File: src/rtl/sobel_pkg.sv
// Shared definitions for the Sobel pixel transmitter and the row-buffer capture logic.
package sobel_pkg;

    localparam int IMG_W_DEF = 32;
    localparam int IMG_H_DEF = 32;
    localparam int PIX_W     = 8;

    // Transmitter FSM encoding; the capture side decodes the same values.
    typedef logic [1:0] tx_state_t;
    localparam tx_state_t ST_IDLE   = 2'd0;
    localparam tx_state_t ST_ACTIVE = 2'd1;
    localparam tx_state_t ST_HBLANK = 2'd2;
    localparam tx_state_t ST_VBLANK = 2'd3;

    // Counter width able to hold 0..n-1, never narrower than one bit.
    function automatic int cnt_w(input int n);
        return (n > 1) ? $clog2(n) : 1;
    endfunction

endpackage

File: src/rtl/sobel_timing_gen.sv
// Frame timing for the Sobel pixel transmitter: FSM plus x/y position and
// blanking down-counters.
//
//   state     | meaning
//   ----------+-------------------------------------------------------
//   ST_IDLE   | waiting for start
//   ST_ACTIVE | one pixel addressed per cycle, x = 0..IMG_W-1
//   ST_HBLANK | HBLANK idle cycles after each line
//   ST_VBLANK | VBLANK idle cycles after the last line's HBLANK
module sobel_timing_gen
    import sobel_pkg::*;
#(
    parameter int IMG_W  = IMG_W_DEF,
    parameter int IMG_H  = IMG_H_DEF,
    parameter int HBLANK = 4,
    parameter int VBLANK = 8,
    localparam int XW    = cnt_w(IMG_W),
    localparam int YW    = cnt_w(IMG_H)
) (
    input  logic          clk,
    input  logic          rst,
    input  logic          start,
    input  logic          continuous,
    output tx_state_t     state,
    output logic [XW-1:0] x,
    output logic [YW-1:0] y,
    output logic          line_end,
    output logic          frame_end,
    output logic          line_next,
    output logic          h_first,
    output logic          v_first
);

    localparam int HBW = cnt_w(HBLANK);
    localparam int VBW = cnt_w(VBLANK);

    logic [HBW-1:0] hb_cnt;
    logic [VBW-1:0] vb_cnt;
    logic           x_last;
    logic           y_last;
    logic           hb_tc;
    logic           vb_tc;

    assign x_last    = (x == XW'(IMG_W - 1));
    assign y_last    = (y == YW'(IMG_H - 1));
    assign hb_tc     = (hb_cnt == '0);
    assign vb_tc     = (vb_cnt == '0);
    assign line_end  = (state == ST_ACTIVE) && x_last;
    assign frame_end = (state == ST_VBLANK) && vb_tc;
    assign line_next = (state == ST_HBLANK) && hb_tc && !y_last;
    assign h_first   = (state == ST_HBLANK) && (hb_cnt == HBW'(HBLANK - 1));
    assign v_first   = (state == ST_VBLANK) && (vb_cnt == VBW'(VBLANK - 1));

    // State transitions with position counters and blank down-counters.
    always_ff @(posedge clk) begin
        if (rst) begin
            state  <= ST_IDLE;
            x      <= '0;
            y      <= '0;
            hb_cnt <= '0;
            vb_cnt <= '0;
        end else begin
            case (state)
                ST_IDLE: begin
                    if (start) begin
                        state <= ST_ACTIVE;
                        x     <= '0;
                        y     <= '0;
                    end
                end
                ST_ACTIVE: begin
                    if (x_last) begin
                        state  <= ST_HBLANK;
                        x      <= '0;
                        hb_cnt <= HBW'(HBLANK - 1);
                    end else begin
                        x <= x + XW'(1);
                    end
                end
                ST_HBLANK: begin
                    if (hb_tc) begin
                        if (!y_last) begin
                            state <= ST_ACTIVE;
                            y     <= y + YW'(1);
                        end else begin
                            state  <= ST_VBLANK;
                            vb_cnt <= VBW'(VBLANK - 1);
                        end
                    end else begin
                        hb_cnt <= hb_cnt - HBW'(1);
                    end
                end
                ST_VBLANK: begin
                    if (vb_tc) begin
                        y     <= '0;
                        state <= continuous ? ST_ACTIVE : ST_IDLE;
                    end else begin
                        vb_cnt <= vb_cnt - VBW'(1);
                    end
                end
                default: state <= ST_IDLE;
            endcase
        end
    end

endmodule

File: src/rtl/sobel_pixel_tx.sv
// Pixel-stream transmitter: plays a stored frame from a synchronous frame
// memory onto the pixel bus with h_sync/v_sync markers.
// Build option: SOBEL_TX_PATTERN_EN replaces the memory source with an
// internal (x + y) mod 256 test pattern at identical timing.
module sobel_pixel_tx
    import sobel_pkg::*;
#(
    parameter int IMG_W  = IMG_W_DEF,
    parameter int IMG_H  = IMG_H_DEF,
    parameter int HBLANK = 4,
    parameter int VBLANK = 8,
    parameter int ADDR_W = 10
) (
    input  logic              clk,
    input  logic              rst,
    input  logic              start,
    input  logic              continuous,
    output logic              mem_rd,
    output logic [ADDR_W-1:0] mem_addr,
    input  logic [PIX_W-1:0]  mem_data,
    output logic [PIX_W-1:0]  data_out,
    output logic              data_valid,
    output logic              h_sync,
    output logic              v_sync,
    output logic              busy,
    output logic              frame_done
);

    localparam int XW = cnt_w(IMG_W);
    localparam int YW = cnt_w(IMG_H);

    tx_state_t      state;
    logic [XW-1:0]  x;
    logic [YW-1:0]  y;
    logic           line_end;
    logic           frame_end;
    logic           line_next;
    logic           h_first;
    logic           v_first;
    logic           active;
    logic           frame_start;
    logic           v1, hs1, vs1;
    logic           run_d1, run_d2;
    logic [PIX_W-1:0] pix_src;

    sobel_timing_gen #(
        .IMG_W  (IMG_W),
        .IMG_H  (IMG_H),
        .HBLANK (HBLANK),
        .VBLANK (VBLANK)
    ) u_timing (
        .clk        (clk),
        .rst        (rst),
        .start      (start),
        .continuous (continuous),
        .state      (state),
        .x          (x),
        .y          (y),
        .line_end   (line_end),
        .frame_end  (frame_end),
        .line_next  (line_next),
        .h_first    (h_first),
        .v_first    (v_first)
    );

    assign active      = (state == ST_ACTIVE);
    assign frame_start = ((state == ST_IDLE) && start) || (frame_end && continuous);

    // Linear address: cleared at frame start, +1 per pixel, held across blanking
    // and stepped to the next line's first pixel on the last HBLANK cycle.
    always_ff @(posedge clk) begin
        if (rst) begin
            mem_addr <= '0;
        end else if (frame_start) begin
            mem_addr <= '0;
        end else if ((active && !line_end) || line_next) begin
            mem_addr <= mem_addr + ADDR_W'(1);
        end
    end

`ifdef SOBEL_TX_PATTERN_EN
    logic [PIX_W-1:0] pat_q;
    logic             unused_mem_data;

    assign mem_rd          = 1'b0;
    assign pix_src         = pat_q;
    assign unused_mem_data = ^mem_data;

    // Pattern stands in for the memory read stage so latency is unchanged.
    always_ff @(posedge clk) begin
        if (rst) begin
            pat_q <= '0;
        end else begin
            pat_q <= PIX_W'(x) + PIX_W'(y);
        end
    end
`else
    logic unused_xy;

    assign mem_rd    = active;
    assign pix_src   = mem_data;
    assign unused_xy = ^{x, y};
`endif

    // Stage 1: FSM-derived flags wait alongside the memory read.
    always_ff @(posedge clk) begin
        if (rst) begin
            v1  <= 1'b0;
            hs1 <= 1'b0;
            vs1 <= 1'b0;
        end else begin
            v1  <= active;
            hs1 <= h_first;
            vs1 <= v_first;
        end
    end

    // Stage 2: register pixel and flags onto the output bus.
    always_ff @(posedge clk) begin
        if (rst) begin
            data_out   <= '0;
            data_valid <= 1'b0;
            h_sync     <= 1'b0;
            v_sync     <= 1'b0;
            frame_done <= 1'b0;
        end else begin
            data_out   <= v1 ? pix_src : '0;
            data_valid <= v1;
            h_sync     <= hs1;
            v_sync     <= vs1;
            frame_done <= vs1;
        end
    end

    // Track non-idle state through both pipeline stages so busy covers the drain.
    always_ff @(posedge clk) begin
        if (rst) begin
            run_d1 <= 1'b0;
            run_d2 <= 1'b0;
        end else begin
            run_d1 <= (state != ST_IDLE);
            run_d2 <= run_d1;
        end
    end

    assign busy = (state != ST_IDLE) || run_d1 || run_d2;

endmodule

File: config.mk
export PLATFORM = sky130hd
export DESIGN_NAME = sobel_pixel_tx
export DESIGN_NICKNAME = d
export VERILOG_FILES = /design/src/rtl/sobel_pkg.sv /design/src/rtl/sobel_timing_gen.sv /design/src/rtl/sobel_pixel_tx.sv
export SDC_FILE = /design/constraint.sdc
export NUM_CORES = 1
export LEC_CHECK = 0
export BUFFER_PORTS_ARGS = -buffer_cell sky130_fd_sc_hd__clkbuf_2
export CAP_MARGIN = 10
export CORE_MARGIN = 8
export CORE_UTILIZATION = 35
export CTS_BUF_LIST = sky130_fd_sc_hd__clkbuf_4 sky130_fd_sc_hd__clkbuf_8
export DETAILED_ROUTE_END_ITERATION = 10
export PLACE_DENSITY = 0.58
export SETUP_SLACK_MARGIN = 0.02
export SLEW_MARGIN = 10
export SYNTH_ARGS = -nofsm -noshare
export SYNTH_HDL_FRONTEND = slang
export SYNTH_HIERARCHICAL = 1
export SYNTH_SLANG_ARGS = --single-unit
File: constraint.sdc
create_clock -name clk -period 5.95 [get_ports clk]
set_clock_uncertainty 0.1 [all_clocks]
set_input_delay 1.19 -clock clk [delete_from_list [all_inputs] [get_ports clk]]
set_output_delay 1.19 -clock clk [all_outputs]
set_load 0.03 [all_outputs]
# ---- After elaboration in Yosys (flattened, before gate mapping)
# Index checks and enable logic that the tools add are counted.
dict set report totals {
  output_inout_bits 24
  rom_bits 0
  latch_bits 0
  register_bits 43
  n_memories 0
  mem_bits_rw 0
  elab_cells 87
  in_bits 12
}
dict set report op_classes {
  n_lt_le_gt_ge 0
  n_div 0
  add_sub_neg 5
  multipliers 0
  n_reduce_logical 30
  bitwise_logic 1
  n_eq_ne 15
  n_shift 0
  n_mux 21
}
# cell n
set op_table {}
lappend op_table {{two-way mux 5 bit} 5}
lappend op_table {{case mux 5 bit (3 select lines)} 1}
lappend op_table {{two-way mux 2 bit} 7}
lappend op_table {{adder 10 x 1 -> 10 bit, second input constant} 1}
lappend op_table {{adder 5 x 1 -> 5 bit, second input constant} 2}
lappend op_table {{== test 5 bit, second input constant} 2}
lappend op_table {{case mux 5 bit (2 select lines)} 1}
lappend op_table {{logical AND 1 bit} 9}
lappend op_table {{two-way mux 3 bit} 3}
lappend op_table {{inequality test 2 x 1 -> 1 bit, second input constant} 4}
lappend op_table {{inequality test 2 bit, second input constant} 4}
lappend op_table {{case mux 2 bit (4 select lines)} 1}
lappend op_table {{AND reduction 4 bit} 2}
lappend op_table {{nonzero test 2 bit} 4}
lappend op_table {{== test 2 bit, second input constant} 3}
lappend op_table {{case mux 3 bit (2 select lines)} 1}
lappend op_table {{AND reduction 5 bit} 1}
lappend op_table {{zero test 2 bit} 2}
lappend op_table {{logical OR 1 bit} 4}
lappend op_table {{case mux 2 bit (2 select lines)} 1}
lappend op_table {{OR reduction 2 bit} 2}
lappend op_table {{== test 3 bit, second input constant} 1}
lappend op_table {{zero test 3 bit} 1}
lappend op_table {{AND reduction 3 bit} 1}
lappend op_table {{8 further kinds} 9}

# ---- Depth between registers and ports, before layout
dict set report logic_depth {
  word_depth 5
  ltp_mapped 9
  mapped_depth_nobuf 8
}

# ---- Cells and area by module
# The synthesis kept the hierarchy.
# module instances seq_area_each_um2 area_each_um2 cells_each
set by_module_without_submodules {}
lappend by_module_without_submodules {sobel_timing_gen 1 340.3 969.7 107}
lappend by_module_without_submodules {sobel_pixel_tx 1 520.5 923.4 89}

# ---- Worst setup path before layout
# OpenSTA, ideal clock, no wires.
dict set report synth_timing {
  path_type {flip-flop to flip-flop}
  startpoint {register u_timing.y[0]}
  endpoint {register mem_addr[8]}
  n_path_buf 2
  arrival_time_ns 2.170
  required_ns 5.779
  stages_incl_launch_ff 10
  setup_ns 0.071
  setup_slack_ns 3.609
  period_less_slack_ns 2.341
  cell_sequence {dfxtp_1 > ha_1 > and3_1 > ha_1 > and4bb_1 > buf_4 > clkbuf_1 > o211ai_2 > or3_1 > a21oi_1}
}
dict set report synth_between {
  elab_chain_len 4
}
# item line_no
set synth_rtl {}
lappend synth_rtl {{from (decl)} sobel_timing_gen.sv:26} ;# output logic [YW-1:0] y,
lappend synth_rtl {{from (signal assigned)} sobel_timing_gen.sv:84} ;# y <= y + YW'(1);
lappend synth_rtl {{== test 5 bit} sobel_timing_gen.sv:45} ;# assign y_last = (y == YW'(IMG_H - 1));
lappend synth_rtl {{zero test 1 bit} sobel_timing_gen.sv:50} ;# assign line_next = (state == ST_HBLANK) && hb_tc && !y_last;
lappend synth_rtl {{logical AND 1 bit} sobel_timing_gen.sv:50}
lappend synth_rtl {{via line_next} sobel_pixel_tx.sv:37} ;# logic line_next;
lappend synth_rtl {{logical OR 1 bit} sobel_pixel_tx.sv:76} ;# end else if ((active && !line_end) || line_next) begin
lappend synth_rtl {{to (signal assigned)} sobel_pixel_tx.sv:77} ;# mem_addr <= mem_addr + ADDR_W'(1);
lappend synth_rtl {{to (decl)} sobel_pixel_tx.sv:19} ;# output logic [ADDR_W-1:0] mem_addr,
# The timed path passes the listed nets, and every way through them passes these cells.
# A chain may end at the register's enable or synchronous reset.

# ---- Final worst setup path
dict set report layout_timing {
  startpoint {register u_timing.state[0]}
  endpoint {output port busy}
}
dict set report layout_between {
  elab_chain_len 3
}
# item line_no
set layout_rtl {}
lappend layout_rtl {{from (decl)} sobel_timing_gen.sv:24} ;# output tx_state_t state,
lappend layout_rtl {{from (signal assigned)} sobel_timing_gen.sv:96} ;# state <= continuous ? ST_ACTIVE : ST_IDLE;
lappend layout_rtl {{nonzero test 2 bit} sobel_pixel_tx.sv:146} ;# assign busy = (state != ST_IDLE) || run_d1 || run_d2;
lappend layout_rtl {{logical OR 1 bit (2 in series)} sobel_pixel_tx.sv:146}
lappend layout_rtl {{to (decl)} sobel_pixel_tx.sv:25} ;# output logic busy,
# No other way between the ends.

==> out/metrics.yaml <==
status:
  outcome: "finished clean"
detailed_routing:
  drtPass1Iterations: 4
  vias: 1454
  drt-wirelength-per-cell_um: 12.4
  first_iter_violations: 73
  via_per_inst: 4.85
  drt.antenna.violating_nets: 0
  drc: 0
  wl_um: 3730
critical_path:
  crit_end: "busy"
  rrSetupSlack_ns: 3.47
  path_class: "reg -> out"
  cp.required_ns: 4.66
  crit_path_max_incr_delay_ns: 0.75
  reg2reg_from: "u_timing/y[0]"
  cp-start-kind: "flop"
  crit_path_start: "u_timing/state[0]"
  r2r_end: "mem_addr[8]"
  worstPathArrival_ns: 1.51
  path_cells: "nor2_1, nand2_1, clkbuf_2"
  reg2reg_depth: 7
  slowest_stage: "dfxtp_1"
  critPathMaxFanout: 21
  endpoint_kind: "output pin"
global_routing:
  met3_usage: 0.0377
  grtUsageMet2: 0.163
  use_met1: 0.113
  top_usage_layer: "met2"
  grt_pass1_vias: 1342
  antenna_found_initial: 0
  grt_use_total: 0.0985
  grt_max_degree: 26
  grt_pass1_wl_um: 6140
  grt_overflow: 0
placed_design:
  gp_congestion: 0.727
  port_buffers: 35
  dp.cells: 292
  hpwlAfterDp_um: 2690
sta:
  hold_viol: 0
  finalSetupViolCount: 0
  relSlewSlack: 0.567
  finalCritPeriodShare: 0.471
  hold_ws_ns: 0.347
  finalCriticalPeriod_ns: 2.80
  tns_ns: 0
  fmax_mhz: 357
  drv_slew: 0
  rsz0062_at_grt: "false"
  worst_slew_pin_slew_ns: 0.648
clock_tree:
  post_cts_buffers: 0
  clk_pin_slew_ns: 0.09
  htreeDepth: 2
  root_buffer: "clkbuf_8"
  cts_sinks: 43
  cts_tree: "built"
  cts_resized: 0
  cts_buffer_depth: 2
  clkLatencyLatePin_ns: 0.30
  hold_buffers: 0
  numCtsBuffers: 5
floorplanning:
  die_y_um: 89.5
  coreArea_mm2: 0.00517
  initial_core_util: 0.366
  chipWidth_um: 89.5
  fp-row-count: 26
  ios: 36
  die-area_mm2: 0.00802
synth:
  synth_top_area_frac: 0.455
  synth_cell_types: 43
  synth_edf_count: 0
  synth_ff_type: "dfxtp_1"
  syn_area_per_cell_um2: 9.66
  syn_area_mm2: 0.00189
  yosys_warnings: 6
  yosysSeqAreaShare: 0.455
  synth_top_cell_by_area: "dfxtp_1"
  ys_ff_latch: 43
  synth_cells: 196
  synth-async-reset-ratio: 0
  yosys-top-cells-area: "dfxtp_1, ha_1, nor2_1"
  syn_nets: 218
cells_and_area:
  antennaDiodeCount: 0
  fillCellCount: 512
  multi_input_area_um2: 958
  drive_above_1_share: 0.204
  final-instance-count-excl-fill: 300
  syn_to_final_growth_pct: 16.3
  final_common_cell: "dfxtp_1"
  seq_area_um2: 861
  finalNetCount: 251
  layout_common_cells: "dfxtp_1, clkbuf_2, nor2_1, and2_1, ha_1"
job:
  drv_cap: 0
pwr:
  internal_power_uw: 387
  combPwrFrac: 0.062
  seq_power_share: 0.572
  ir_worst_vdd_uv: 91.1
  leakage_uw: 0.000920
  switching_power_uw: 131
  sw_frac_of_total: 0.252
  power.density_mw_per_mm2: 235
  clock_power_share: 0.366
worst_hold_path:
  hp-class: "reg -> reg"
==> logic make-up (layout without fill, tap and decap cells) <==
family / count (synthesis) / after routing / share of synthesized area
buf+inv: 16 / 50 / 0.0390
mux: 4 / 4 / 0.0212
fa+ha+maj: 10 / 10 / 0.0661
compound gates: 41 / 41 / 0.149
xor+xnor: 7 / 7 / 0.0324
flops: 43 / 43 / 0.455
simple gates: 75 / 75 / 0.237
==> cell type report <==
cell class	count	share of cell area
Sequential cell	43	0.391
Timing Repair Buffer	35	0.0796
Tap cell	70	0.0398
Multi-Input combinational cell	137	0.435
Inverter	7	0.0119
Clock inverter	3	0.0108
Clock buffer	5	0.0313
==> through the flow <==
| step | util | total power (uW) | area [um^2] | worst slack (ns) |
|---|---|---|---|---|
| floorplan | - | 324 | 1890 | 3.61 |
| global placement | 0.408 | 336 | 2110 | 3.49 |
| detailed placement | 0.408 | 336 | 2110 | 3.47 |
| CTS | 0.425 | 528 | 2200 | 3.14 |
| global route | 0.425 | 545 | 2200 | 2.98 |
| finish | 0.425 | 518 | 2200 | 3.15 |
==> flip-flops by register name, summed over array words and instances (netlist names) <==
register	count
h_sync	1
frame_done	1
u_timing/vb_cnt	3
data_valid	1
u_timing/y	5
mem_addr	10
vs1	1
run_d1	1
hs1	1
data_out	8
u_timing/state	2
u_timing/hb_cnt	2
v1	1
u_timing/x	5
run_d2	1
==> cells in the mapped netlist, drive strengths merged (3+ instances only) <==
cell type,count
a211oi,5
a21oi,9
a311oi,5
and2,10
and3,5
buf,5
clkbuf,4
dfxtp,43
ha,10
inv,7
mux2i,4
nand2,5
nand2b,3
nand3,6
nor2,17
nor2b,8
nor3,3
nor3b,3
o2111ai,3
o211ai,3
o21ai,8
or3,4
xor2,7
==> critical path: cells and delay by family, from the launching register on <==
kind	cells	cell delay, ns
and+or+nand+nor	2	0.26
DFF	1	0.75
buffers and inverters	1	0.20
==> per-layer routing <==
metal,vias up,share of wire,wire length [um]
met5,-,0,0
met4,0,0.011,42
met3,5,0.094,352
met2,34,0.43,1620
met1,647,0.46,1710
li1,768,-,-
==> power by group through the flow <==
| stage | Sequential, uW | Clock (uW) | Combinational [uW] |
|---|---|---|---|
| 2_1_floorplan | 305 | 0 | 18.9 |
| 3_3_place_gp | 303 | 0 | 32.6 |
| 3_5_place_dp | 303 | 0 | 32.5 |
| 4_1_cts | 296 | 199 | 32.5 |
| 5_1_grt | 297 | 212 | 35.6 |
| 6_report | 296 | 190 | 32.0 |
==> worst min-delay path by stage <==
stage / startpoint / end / slack [ns] / cells after the start
floorplan: vs1 / frame_done / 0.31 / 1
global placement: vs1 / frame_done / 0.32 / 1
detailed placement: hs1 / h_sync / 0.33 / 1
CTS: hs1 / h_sync / 0.35 / 1
global route: vs1 / frame_done / 0.37 / 1
finish: hs1 / h_sync / 0.35 / 1
(Power assumes the default switching activity.)
